## src/rtl/spi_ram_master.sv

```systemverilog
// SPI mode-0 master for the SPI-slave/RAM pair: shifts out {op, data} command frames
// and, for read-data commands, clocks the RAM word back in after a turnaround gap.
module spi_ram_master #(
    parameter int WORD_SIZE  = 8,
    parameter int CLK_DIV    = 2,
    parameter int TURNAROUND = 2
) (
    input  logic                 clk,
    input  logic                 rst_n,
    input  logic                 cmd_valid,
    output logic                 cmd_ready,
    input  logic [1:0]           cmd_op,
    input  logic [WORD_SIZE-1:0] cmd_data,
    output logic                 rsp_valid,
    output logic [WORD_SIZE-1:0] rsp_data,
    output logic                 SS_n,
    output logic                 SCLK,
    output logic                 MOSI,
    input  logic                 MISO
);

    localparam int FW   = WORD_SIZE + 2;
    localparam int BMAX = (FW > TURNAROUND) ? FW : TURNAROUND;
    localparam int BW   = $clog2(BMAX);
    localparam int GW   = $clog2(2 * CLK_DIV);

    localparam logic [GW-1:0] HALF_LD = GW'(CLK_DIV - 1);
    // GAP plus the mandatory IDLE accept cycle together give 2*CLK_DIV deselect cycles
    localparam logic [GW-1:0] GAP_LD  = GW'(2 * CLK_DIV - 2);
    localparam logic [BW-1:0] TX_LD   = BW'(FW - 1);
    localparam logic [BW-1:0] TURN_LD = BW'(TURNAROUND - 1);
    localparam logic [BW-1:0] RX_LD   = BW'(WORD_SIZE - 1);

    typedef enum logic [2:0] {IDLE, TX, TURN, RX, GAP} state_t;

    state_t               state;
    logic [FW-1:0]        frame;
    logic [WORD_SIZE-1:0] rx_sh;
    logic [GW-1:0]        hcnt;
    logic [GW-1:0]        gcnt;
    logic [BW-1:0]        bcnt;
    logic                 is_read;
    logic                 tick;
    logic                 sclk_rise;
    logic                 sclk_fall;

    assign tick      = (hcnt == '0);
    assign sclk_rise = tick & ~SCLK;
    assign sclk_fall = tick & SCLK;

    always_ff @(posedge clk or negedge rst_n) begin
        if (!rst_n) begin
            state     <= IDLE;
            cmd_ready <= 1'b1;
            rsp_valid <= 1'b0;
            rsp_data  <= '0;
            SS_n      <= 1'b1;
            SCLK      <= 1'b0;
            MOSI      <= 1'b0;
            frame     <= '0;
            rx_sh     <= '0;
            hcnt      <= '0;
            gcnt      <= '0;
            bcnt      <= '0;
            is_read   <= 1'b0;
        end else begin
            rsp_valid <= 1'b0;

            if (state == TX || state == TURN || state == RX) begin
                if (tick) begin
                    hcnt <= HALF_LD;
                    SCLK <= ~SCLK;
                end else begin
                    hcnt <= hcnt - 1'b1;
                end
            end

            case (state)
                IDLE: begin
                    SS_n <= 1'b1;
                    MOSI <= 1'b0;
                    if (cmd_valid && cmd_ready) begin
                        frame     <= {cmd_op, cmd_data};
                        MOSI      <= cmd_op[1];
                        SS_n      <= 1'b0;
                        hcnt      <= HALF_LD;
                        bcnt      <= TX_LD;
                        is_read   <= (cmd_op == 2'b11);
                        cmd_ready <= 1'b0;
                        state     <= TX;
                    end
                end
                TX: begin
                    if (sclk_fall) begin
                        if (bcnt == '0) begin
                            MOSI <= 1'b0;
                            if (is_read) begin
                                bcnt  <= TURN_LD;
                                state <= TURN;
                            end else begin
                                SS_n  <= 1'b1;
                                gcnt  <= GAP_LD;
                                state <= GAP;
                            end
                        end else begin
                            frame <= {frame[FW-2:0], 1'b0};
                            MOSI  <= frame[FW-2];
                            bcnt  <= bcnt - 1'b1;
                        end
                    end
                end
                TURN: begin
                    if (sclk_fall) begin
                        if (bcnt == '0) begin
                            bcnt  <= RX_LD;
                            state <= RX;
                        end else begin
                            bcnt <= bcnt - 1'b1;
                        end
                    end
                end
                RX: begin
                    if (sclk_rise) begin
                        rx_sh <= {rx_sh[WORD_SIZE-2:0], MISO};
                    end
                    if (sclk_fall) begin
                        if (bcnt == '0) begin
                            rsp_data  <= rx_sh;
                            rsp_valid <= 1'b1;
                            SS_n      <= 1'b1;
                            gcnt      <= GAP_LD;
                            state     <= GAP;
                        end else begin
                            bcnt <= bcnt - 1'b1;
                        end
                    end
                end
                GAP: begin
                    if (gcnt == '0) begin
                        cmd_ready <= 1'b1;
                        state     <= IDLE;
                    end else begin
                        gcnt <= gcnt - 1'b1;
                    end
                end
                default: begin
                    cmd_ready <= 1'b1;
                    SS_n      <= 1'b1;
                    SCLK      <= 1'b0;
                    MOSI      <= 1'b0;
                    state     <= IDLE;
                end
            endcase
        end
    end

endmodule

```

## config.mk

```make
export PLATFORM = sky130hd
export DESIGN_NAME = spi_ram_master
export DESIGN_NICKNAME = d
export VERILOG_FILES = /design/src/rtl/spi_ram_master.sv
export SDC_FILE = /design/constraint.sdc
export NUM_CORES = 1
export LEC_CHECK = 0
export CAP_MARGIN = 10
export CORE_MARGIN = 2
export CORE_UTILIZATION = 30
export DETAILED_ROUTE_END_ITERATION = 6
export GPL_ROUTABILITY_DRIVEN = 0
export GPL_TIMING_DRIVEN = 0
export PLACE_DENSITY = 0.5
export SKIP_CTS_REPAIR_TIMING = 1
export SYNTH_ARGS = -nofsm -noshare
export SYNTH_HDL_FRONTEND = slang
export SYNTH_SLANG_ARGS = --single-unit
```

## constraint.sdc

```tcl
create_clock -name clk -period 4.3 [get_ports clk]
set_input_delay 0.86 -clock clk [delete_from_list [all_inputs] [get_ports clk]]
set_output_delay 0.86 -clock clk [all_outputs]
set_load 0.005 [all_outputs]
```

==> reports/qor.yml <==
run_status:
  outcome: "finished clean"
place:
  portBuffers: 26
  hpwl_um: 2849
  pre_cts_slack_ns: 1.827
worst_setup_path:
  path_max_fanout: 5
  cp.required_ns: 3.44
  end_kind: "primary output"
  reg2reg_from: "bcnt[0]$_DFFE_PN0P_"
  slowest_stage: "dfstp_2"
  slowest_delay_ns: 0.57
  cpLargestDelayFamily: "flip-flops"
  path_class: "reg -> out"
  cp-start-kind: "flop"
  worstPathCellList: "clkdlybuf4s50_1"
  crit_buf_inv: 1
  cp.depth: 1
  reg2reg_depth: 6
  r2r-end: "frame[1]$_DFFE_PN0P_"
  reg2reg_setup_slack_ns: 2.13
  cp.arrival_ns: 1.37
synthesis:
  synth.avg_cell_area_um2: 12.06
  synth_top_cell_area_share_pct: 48.54
  synth_warnings: 0
  synth_edf_count: 0
  netlist_top_cells_area: "dfrtp_1 49%, mux2_2 17%, dfstp_2 2.5%"
  synth.distinct_cells: 44
  synth_nets: 188
  ys_seq_area_share_pct: 51.09
  synth_seq_cells: 42
  synthCells: 171
  synthFlopType: "dfrtp_1"
  yosysTopAreaCell: "dfrtp_1"
  synthesis.area_mm2: 0.002062
  async_flop_share_pct: 100.0
clocking:
  numCtsBuffers: 5
  root_buffer: "clkbuf_8"
  htreeDepth: 2
  clk_latency_ns: 0.30
  clock-sinks: 42
  path_clk_slew_ns: 0.09
  tritoncts: "built"
  clock_path_buffers: 2
die:
  die_height_um: 86.91
  die_area_mm2: 0.007552
  io_pins: 27
  row_count: 30
  die_w_um: 86.91
  core_area_mm2: 0.006719
  start_util_pct: 30.69
sta:
  min_period_over_period_pct: 51.77
  maxSlewViolCount: 0
  fmax_mhz: 449.2
  fin_skew_ns: 0.007228
  finalWorstSetupSlack_ns: 2.074
  setup_viol: 0
  tns_ns: 0
  finalHoldViolCount: 0
  worst_pin_slew_ns: 0.5883
  rsz0062_at_grt: "no"
  slew_headroom_pct: 60.69
  period_minus_slack_ns: 2.226
global_routing:
  grt_pass1_wl_um: 6486
  grt_max_degree: 31
  track_usage_pct: 11.22
  antenna_found_initial: 0
  globalRouteOverflowTotal: 0
  grt_pass1_vias: 1361
finish:
  nets: 222
  fillers: 682
  multi_input_area_um2: 938.4
  diodes: 0
  syn2layout_area_growth_pct: 23.54
  regArea_mm2: 0.001054
  drive_gt1_share_pct: 28.16
drt:
  dr.pass1.iters: 4
  vias_per_cell: 4.920
  vias: 1407
  first_iter_violations: 41
  wirelength_um: 3946
  wl_per_cell_um: 13.80
  post-route-drc-count: 0
  ant_nets: 0
pwr:
  power_density_mw_per_mm2: 287.0
  peakVddDrop_uv: 145.9
  leakagePower_nw: 1.151
worst_hold_path:
  hold_class: "in -> async"
job:
  drv_cap: 0
final cells by class:
cell class	instances	share of cell area, %
Buffer	7	1.572
Clock buffer	6	2.849
Clock inverter	2	1.473
Inverter	8	1.179
Multi-Input combinational cell	114	36.84
Sequential cell	42	41.36
Tap cell	80	3.929
Timing Repair Buffer	27	10.81
per-stage QoR:
step	area (µm²)	util [%]	hold WS [ns]	total power [mW]	cells
after floorplan	2062	-	0.4510	0.4038	171
after global placement	2422	36.05	0.4694	0.4250	277
after detailed placement	2437	36.28	0.4735	0.4266	278
after CTS	2547	37.91	0.4460	0.7475	286
after global routing	2547	37.91	0.4623	0.7572	286
final	2547	37.91	0.4458	0.7311	286
power by group:
part	switching, mW	internal, mW	leakage, nW	total (mW)
combinational	0.00984	0.0120	0.531	0.0219
sequential	0.000273	0.395	0.568	0.395
clock	0.140	0.173	0.0514	0.314
how the worst max path moves through the flow:
stage	end	start
after CTS	cmd_ready	cmd_ready$_DFFE_PN1P_
after global routing	frame[5]$_DFFE_PN0P_	bcnt[0]$_DFFE_PN0P_
final	cmd_ready	cmd_ready$_DFFE_PN1P_
after global placement	rsp_data[0]$_DFFE_PN0P_	rst_n
after detailed placement	bcnt[0]$_DFFE_PN0P_	cmd_valid
after floorplan	bcnt[0]$_DFFE_PN0P_	bcnt[0]$_DFFE_PN0P_
registers in the layout (all words and copies together), names as in the netlist:
signal,flops
rsp_data,8
bcnt,4
cmd_ready,1
gcnt,2
state,3
frame,9
rx_sh,8
rsp_valid,1
SCLK,1
SS_n,1
MOSI,1
hcnt,2
is_read,1
cell families (layout without fill, tap and decap cells):
group	count (synthesis)	count (layout)	synth area share, %
multiplexers	36	36	19.66
AO/OA/AOI/OAI	29	29	10.44
flip-flops	42	42	51.09
AND/OR/NAND/NOR	45	45	13.05
buffers and inverters	15	50	3.398
adder cells (fa/ha/maj)	4	4	2.367
Yosys cell counts, drive strengths merged (2+ instances only):
cell / count
dfrtp: 40
mux2: 33
nor2: 10
nand2: 9
a21oi: 8
inv: 8
buf: 6
o21ai: 6
nor3: 5
o22ai: 5
nand3: 4
ha: 3
mux2i: 3
or3b: 3
a2bb2oi: 2
and2: 2
dfstp: 2
nor3b: 2
nor4b: 2
or3: 2
or4: 2
placed cells by master, fill, tap and decap left out, types with 2 or more instances in the layout:
master,Yosys,final
or4_1,2,2
o22ai_1,4,4
and2_1,2,2
or3b_1,2,2
dfrtp_1,40,40
nor3_1,5,5
inv_1,8,8
ha_1,3,3
a21oi_1,8,8
mux2i_1,3,3
nand2_1,9,9
dfstp_2,2,2
clkdlybuf4s50_1,0,25
a2bb2oi_1,2,2
mux2_2,31,31
buf_2,5,6
o21ai_0,6,6
nand3_1,4,4
clkbuf_8,0,5
nor2_1,8,8
nor4b_1,2,2
clkbuf_1,1,2
layer usage:
metal | share of wire [%] | wire [µm] | track usage (%)
met1 | 47 | 1857 | 14.60
met2 | 47 | 1858 | 17.21
met3 | 4.4 | 174 | 3.412
met4 | 1.4 | 55 | 4.972
met5 | 0 | 0 | 0
Power figures use the tool's default switching activity.
